--- config.mk ---
export PLATFORM = sky130hd
export DESIGN_NAME = seg7_scan_driver
export DESIGN_NICKNAME = d
export VERILOG_FILES = /design/src/rtl/seg7_pkg.sv /design/src/rtl/seg7_scan_driver_hex_seg_decode.sv /design/src/rtl/seg7_scan_driver.sv
export SDC_FILE = /design/constraint.sdc
export NUM_CORES = 1
export LEC_CHECK = 0
export BUFFER_PORTS_ARGS = -buffer_cell sky130_fd_sc_hd__buf_2
export CAP_MARGIN = 10
export CORE_MARGIN = 1.5
export CORE_UTILIZATION = 50
export CTS_CLUSTER_SIZE = 20
export DETAILED_ROUTE_END_ITERATION = 6
export PLACE_DENSITY = 0.78
export SLEW_MARGIN = 40
export SYNTH_ARGS = -nofsm -noshare
export SYNTH_HDL_FRONTEND = slang
export SYNTH_SLANG_ARGS = --single-unit
--- constraint.sdc ---
create_clock -name clk -period 6 [get_ports clk]
set_input_delay 0.6 -clock clk [delete_from_list [all_inputs] [get_ports clk]]
set_output_delay 0.6 -clock clk [all_outputs]
set_load 0.005 [all_outputs]
--- src/rtl/seg7_pkg.sv ---
// Shared constants for the 7-segment scan driver: blank pattern, hex segment
// table (active-low, bit 6 = a ... bit 0 = g) and a width helper.
package seg7_pkg;

  localparam logic [6:0] SEG_BLANK = 7'h7F;

  localparam logic [6:0] SEG_TABLE [16] = '{
    7'h01, 7'h4F, 7'h12, 7'h06, 7'h4C, 7'h24, 7'h20, 7'h0F,
    7'h00, 7'h04, 7'h08, 7'h60, 7'h31, 7'h42, 7'h30, 7'h38
  };

  // Bits needed to hold 0..n-1, never less than 1.
  function automatic int clog2_safe(input int n);
    int w;
    w = 1;
    while ((1 << w) < n) w = w + 1;
    return w;
  endfunction

endpackage

--- src/rtl/seg7_scan_driver_hex_seg_decode.sv ---
// Combinational hex nibble to active-low 7-segment decoder.
module hex_seg_decode
  import seg7_pkg::*;
(
  input  logic [3:0] nib,
  output logic [6:0] seg
);

  assign seg = SEG_TABLE[nib];

endmodule

--- src/rtl/seg7_scan_driver.sv ---
// Time-multiplexed N-digit 7-segment driver with frame-shadowed inputs and
// leading-zero blanking. Define SEG7_BLINK_EN to add per-digit blinking.
module seg7_scan_driver
  import seg7_pkg::*;
#(
  parameter int NUM_DIGITS  = 4,
  parameter int REFRESH_DIV = 100000,
  parameter int BLINK_DIV   = 64
) (
  input  logic                      clk,
  input  logic                      rst_n,
  input  logic                      en,
  input  logic [4*NUM_DIGITS-1:0]   digits,
  input  logic [NUM_DIGITS-1:0]     dp_in,
  input  logic                      lz_blank,
`ifdef SEG7_BLINK_EN
  input  logic [NUM_DIGITS-1:0]     blink_mask,
`endif
  output logic [NUM_DIGITS-1:0]     an_n,
  output logic [6:0]                seg_n,
  output logic                      dp_n,
  output logic                      frame
);

  localparam int IW = clog2_safe(NUM_DIGITS);
  localparam int PW = clog2_safe(REFRESH_DIV);

  if (NUM_DIGITS < 2 || REFRESH_DIV < 2 || BLINK_DIV < 1) begin : g_param_check
    $error("seg7_scan_driver: illegal parameter values");
  end

  logic [PW-1:0]           presc;
  logic [IW-1:0]           idx;
  logic                    tick;
  logic                    wrap;
  logic [4*NUM_DIGITS-1:0] sh_digits;
  logic [NUM_DIGITS-1:0]   sh_dp;
  logic                    sh_lz;

  assign tick = (presc == PW'(REFRESH_DIV - 1));
  assign wrap = tick && (idx == IW'(NUM_DIGITS - 1));

  // Prescaler, scan index and frame-boundary shadow capture
  always_ff @(posedge clk or negedge rst_n) begin
    if (!rst_n) begin
      presc     <= '0;
      idx       <= '0;
      sh_digits <= '0;
      sh_dp     <= '0;
      sh_lz     <= 1'b0;
    end else begin
      presc <= tick ? '0 : presc + 1'b1;
      if (tick) idx <= wrap ? '0 : idx + 1'b1;
      if (wrap) begin
        sh_digits <= digits;
        sh_dp     <= dp_in;
        sh_lz     <= lz_blank;
      end
    end
  end

  // Leading-zero chain: stays set from the top digit down until a nonzero
  // digit or a lit decimal point is met; digit 0 is always shown.
  logic [NUM_DIGITS-1:0] lz_blk;
  always_comb begin
    logic run;
    lz_blk = '0;
    run    = sh_lz;
    for (int k = NUM_DIGITS - 1; k >= 1; k--) begin
      run       = run && (sh_digits[4*k +: 4] == 4'h0) && !sh_dp[k];
      lz_blk[k] = run;
    end
  end

`ifdef SEG7_BLINK_EN
  localparam int BW = clog2_safe(BLINK_DIV);
  logic [BW-1:0] blink_cnt;
  logic          blink_phase;

  always_ff @(posedge clk or negedge rst_n) begin
    if (!rst_n) begin
      blink_cnt   <= '0;
      blink_phase <= 1'b0;
    end else if (wrap) begin
      if (blink_cnt == BW'(BLINK_DIV - 1)) begin
        blink_cnt   <= '0;
        blink_phase <= ~blink_phase;
      end else begin
        blink_cnt <= blink_cnt + 1'b1;
      end
    end
  end
`endif

  logic [3:0]            cur_nib;
  logic                  cur_dp;
  logic                  cur_lz;
  logic                  cur_blink;
  logic [NUM_DIGITS-1:0] cur_sel;

  always_comb begin
    cur_nib   = 4'h0;
    cur_dp    = 1'b0;
    cur_lz    = 1'b0;
    cur_blink = 1'b0;
    cur_sel   = '0;
    for (int k = 0; k < NUM_DIGITS; k++) begin
      if (int'(idx) == k) begin
        cur_nib    = sh_digits[4*k +: 4];
        cur_dp     = sh_dp[k];
        cur_lz     = lz_blk[k];
        cur_sel[k] = 1'b1;
`ifdef SEG7_BLINK_EN
        cur_blink  = blink_phase && blink_mask[k];
`endif
      end
    end
  end

  logic [6:0] dec_seg;
  hex_seg_decode u_dec (
    .nib (cur_nib),
    .seg (dec_seg)
  );

  logic blank;
  assign blank = !en || cur_lz || cur_blink;

  // Output registers; the anode is forced off for one cycle after each tick
  always_ff @(posedge clk or negedge rst_n) begin
    if (!rst_n) begin
      an_n  <= '1;
      seg_n <= SEG_BLANK;
      dp_n  <= 1'b1;
      frame <= 1'b0;
    end else begin
      an_n  <= (tick || blank) ? '1 : ~cur_sel;
      seg_n <= blank ? SEG_BLANK : dec_seg;
      dp_n  <= blank ? 1'b1 : ~cur_dp;
      frame <= wrap;
    end
  end

endmodule

======== Word level (Yosys, flattened, before mapping) ========
Memories as Yosys holds them, arrays and structs flattened.
Cells that the tools add are included.
storage, ports and cells
  register bits after elaboration ......... 53
  bits in read-only memories .............. 112
  output and inout port bits .............. 13
  logic and storage cells ................. 60
  memories ................................ 1
cells by class
  add/subtract/negate cells ............... 2
  order comparisons ....................... 1
  equality and inequality tests ........... 5
  multiplexer cells ....................... 22
  bitwise logic cells ..................... 3
  reductions and logical operators ........ 17
memories
  name              depth  bits a word  rd ports  clocked after Yosys merged registers in  wr ports  RTL line                              text
  (name not given)  16     7            1         0                                        0         seg7_scan_driver_hex_seg_decode.sv:9  assign seg = SEG_TABLE[nib];
operator list
  cell                                                      count
  2-to-1 mux 7 bit                                          3
  2-to-1 mux 4 bit                                          5
  adder 17 x 1 -> 17 bit, second input constant             1
  equality test 17 bit, second input constant               1
  2-to-1 mux 17 bit                                         1
  zero test 4 bit                                           3
  2-to-1 mux 1 bit                                          12
  logical AND 1 bit                                         7
  equality test 2 bit, second input constant                3
  greater-or-equal comparator 5 bit, second input constant  1
  inverter 4 -> 5 bit                                       1
  zero test 1 bit                                           4
  inverter 4 bit                                            1
  adder 2 x 1 -> 2 bit, second input constant               1
  equality test 2 x 1 -> 1 bit, second input constant       1
  zero test 2 bit                                           1
  logical OR 1 bit                                          2
  2-to-1 mux 2 bit                                          1
  inverter 1 bit                                            1

======== Longest topological paths before layout ========
  word-level depth ........................ 13
  mapped depth ............................ 11

======== Modules after synthesis ========
Synthesis repeated with hierarchy kept, for this count alone.
unflattened totals
  cells, all modules ...................... 228
  area, all modules ....................... 2682.6 µm²
modules (own cells, without submodules)
  module            times used  cells an instance  area each (µm²)  seq. area each (µm²)
  seg7_scan_driver  1           193                2434.8           1341.3
  hex_seg_decode    1           35                 247.7            0.0

======== Least setup slack after synthesis ========
No wires, ideal clock.
  kind .................................... register to register
  start ................................... register idx[0]
  end ..................................... register seg_n[0]
  data arrival time ....................... 2.048 ns
  required time ........................... 5.901 ns
  path slack .............................. 3.852 ns
  cell stages (with the launch flop) ...... 10
  cells stage by stage .................... dfrtp_1 ha_1 buf_2 clkbuf_1 a22o_1 inv_1 ha_1 mux2_2 nand2_1 o211ai_1
between the ends
  cells in the longest elaborated chain, start to end .. 10
  elaborated cells on any way between the ends .. 17
RTL lines
  item                                                  RTL line                              text
  from (decl)                                           seg7_scan_driver.sv:33                logic [IW-1:0] idx;
  from (signal assigned)                                seg7_scan_driver.sv:53                if (tick) idx <= wrap ? '0 : idx + 1'b1;
  zero test 2 bit                                       seg7_scan_driver.sv:108               if (int'(idx) == k) begin
  2-to-1 mux 4 bit (4 in series)                        seg7_scan_driver.sv:108
  inverter 4 -> 5 bit (implied by the code)             seg7_scan_driver_hex_seg_decode.sv:9
  memory read (16 x 7 bit)                              -
  2-to-1 mux 7 bit (implied by the code) (2 in series)  seg7_scan_driver_hex_seg_decode.sv:9
  2-to-1 mux 7 bit *                                    seg7_scan_driver.sv:138               seg_n <= blank ? SEG_BLANK : dec_seg;
  to (signal assigned)                                  seg7_scan_driver.sv:138
  to (decl)                                             seg7_scan_driver.sv:20                output logic [6:0] seg_n,
Every way passes the cells marked *; elsewhere a longest branch is shown, timed or not. The select of a mux whose other input is x is not followed.
A chain may end at the register's enable or synchronous reset.

======== Worst setup path after layout ========
  start ................................... register idx[1]
  end ..................................... register seg_n[3]
The elaborated chain is that of the path after synthesis.

==> reports/qor.yml <==
power_and_ir_drop:
  ir_drop_mv: 0.135
  p_leak_uw: 0.00140
  power.density_nw_per_um2: 226
floorplanning:
  core_um2: 5070
  start_util_pct: 51.8
  dieArea_um2: 5700
  die_w_um: 75.5
  rows: 26
  die_h_um: 75.5
  io_pins: 37
clock_network:
  worstSkewPairLatency_ns: 0.31
  htree_levels: 2
  cts_tree: "built"
  cts_buffer_depth: 2
  numCtsBuffers: 5
  cts_resized: 0
  clk_pin_slew_ns: 0.10
  cts.root.buffer_cell: "clkbuf_8"
  postCtsHoldBufs: 0
  cts_sinks: 53
  postCtsSetupRepairBufs: 0
worst_setup_path:
  worst_path_max_delay_cell: "ha_1"
  critPathMaxStageDelay_ns: 0.42
  path_class: "flip-flop to flip-flop"
  r2r-end: "seg_n[3]"
  reg2regPathDepth: 10
  critPathLaunchType: "flip-flop"
  reg2reg_slack_ns: 3.56
  timing.critical_path.cells: "inv_1 -> ha_1 -> a21oi_1 -> o21ai_0 -> a22o_1 -> inv_1 -> ha_1 -> nor2_1 -> a211oi_1 -> o21ai_0"
  worst_ep_required_time_ns: 6.23
  critPathArrivalTime_ns: 2.67
  cp_max_fo: 12
  reg2reg_from: "idx[1]"
  cp-end-kind: "flip-flop"
sta:
  worst_pin_slew_ns: 0.761
  rsz0062_at_grt: "no"
  timing.hold.ws_ns: 0.385
  setup_tns_ns: 0
  hold_viol_final: 0
  skew_ns: 0.00906
  slew_headroom_pct: 49.3
  max_freq_mhz: 409
  slew_viol_final: 0
  finalSetupViolCount: 0
  finalCritPeriodShare_pct: 40.7
  layout_min_cycle_time_ns: 2.44
layout:
  num-nets-final: 305
  num_antenna_cells: 0
  syn2layout_area_growth_pct: 14.0
  drive_above_1_share_pct: 29.9
  nFillCells: 429
global_routing:
  grt_pass1_wl_um: 8680
  grt_pass1_vias: 1786
  met1_usage_pct: 30.3
  antenna_found_initial: 0
  top_usage_layer: "met2"
  grt_overflow: 0
  use_met3_pct: 3.17
  met2_usage_pct: 31.4
  track_usage_pct: 20.6
  grt_max_degree: 54
placement:
  port_buffers: 36
  hpwl_um: 3650
  place.gp.congestion: 0.830
synth:
  synth_seq_cells: 53
  syn-cell-area_um2: 2630
  yosysSeqAreaShare_pct: 51.0
  syn_area_per_cell_um2: 11.2
  syn_nets: 269
  synthCells: 234
  synth_warnings: 0
  synth_cell_types: 46
drt:
  drc: 0
  wl_per_cell_um: 15.4
  ant_nets: 0
  firstDrtPassIters: 4
  wl_um: 5260
  drt_iter0_markers: 120
  vias_per_cell: 5.50
  vias: 1874
hold_path:
  hp-class: "input pin to asynchronous set/reset pin"
run:
  maxCapViolCount: 0
status:
  outcome: "finished, final reports clean"
[stage by stage]
stage	setup slack (ns)	std cells	utilization, %	total power [uW]	area (um2)
2_1_floorplan	3.85	234	-	405	2630
3_3_place_gp	3.53	333	56.5	429	2870
3_5_place_dp	3.42	333	56.5	430	2870
4_1_cts	3.36	341	58.8	679	2980
5_1_grt	3.33	341	59.1	699	3000
6_report	3.56	341	59.1	678	3000
[logic make-up after synthesis]
family	Yosys count	synth area share, %
DFF	53	51.0
muxes	20	9.85
buffers and inverters	19	3.09
and+or+nand+nor	79	16.4
xor gates and xnor gates	14	4.66
AOI/OAI and AO/OA	38	9.80
adders and majority gates	11	5.23
[placed cells by master, fill, tap and decap left out, types with 7 or more instances in the layout]
| master | count |
|---|---|
| xnor2_1 | 8 |
| dfrtp_1 | 41 |
| nand2_1 | 21 |
| ha_1 | 10 |
| mux2_4 | 10 |
| buf_2 | 36 |
| mux2_2 | 7 |
| dfstp_2 | 12 |
| nand3_1 | 17 |
| inv_1 | 11 |
| o21ai_0 | 11 |
| nor2_1 | 15 |
[layer usage]
metal	vias to the layer above	part of all wire, %
met1	918	45
met4	0	1.1
met3	7	5.3
li1	896	-
met5	-	0
met2	53	49
[sequential cells by signal (all words and copies together) (netlist names), 2 cells and up]
| register | flops |
|---|---|
| seg_n | 7 |
| idx | 2 |
| presc | 17 |
| an_n | 4 |
| sh_digits | 16 |
| sh_dp | 4 |
[synthesized netlist by cell type (all sizes together)]
library cell,count,area (um2)
a221o,2,20.0
nand3b,3,22.5
buf,3,21.3
o31ai,1,7.51
o21ai,11,55.1
or4,1,7.51
or4b,2,23.8
nor4b,1,8.76
a211oi,3,22.5
dfstp,12,315
and3b,1,8.76
a221oi,2,17.5
xor2,6,52.6
inv,11,41.3
nor3,2,10.0
ha,11,138
a21oi,6,30.0
nand2b,1,6.26
o221ai,3,26.3
nor2,15,56.3
and2,3,18.8
nor3b,2,15.0
mux2i,3,30.0
o211ai,2,15.0
nand3,17,85.1
xnor2,8,70.1
dfrtp,41,1030
a31oi,1,6.26
a21boi,1,7.51
a31o,1,8.76
mux2,17,229
o41a,1,11.3
nor4,3,40.0
nand2,22,90.1
a22o,2,17.5
o22ai,2,12.5
clkbuf,5,18.8
nand4,3,18.8
and3,3,18.8
[critical path: cells and delay by family, from the launching register on]
kind / cells / cell delay [ns]
flip-flops: 1 / 0.41
AO/OA/AOI/OAI: 5 / 0.83
buffers and inverters: 2 / 0.25
AND/OR/NAND/NOR: 1 / 0.11
adder cells (fa/ha/maj): 2 / 0.75
[area by class of cell]
type                            instances  area [um2]  share of cell area [%]
Tap cell                               70        87.6                    2.92
Sequential cell                        53        1340                    44.7
Multi-Input combinational cell        162        1220                    40.8
Clock buffer                            7        86.3                    2.88
Timing Repair Buffer                   37         188                    6.26
Clock inverter                          1        30.0                    1.00
Inverter                               11        41.3                    1.38
[power by group]
group	internal [uW]	switching (uW)	total, uW
logic	23.2	25.1	48.2
registers	370	5.48	376
clock network	136	118	254
total	529	148	678
[worst max-delay path by stage]
stage | slack (ns) | to | depth (start not counted) | start
after floorplan | 3.85 | seg_n[0] | 9 | idx[0]
after global placement | 3.53 | seg_n[0] | 6 | idx[0]
after detailed placement | 3.42 | seg_n[6] | 6 | idx[0]
after CTS | 3.36 | seg_n[6] | 6 | idx[0]
after global routing | 3.33 | seg_n[0] | 7 | idx[1]
final | 3.56 | seg_n[3] | 10 | idx[1]
Power figures use the tool's default switching activity.
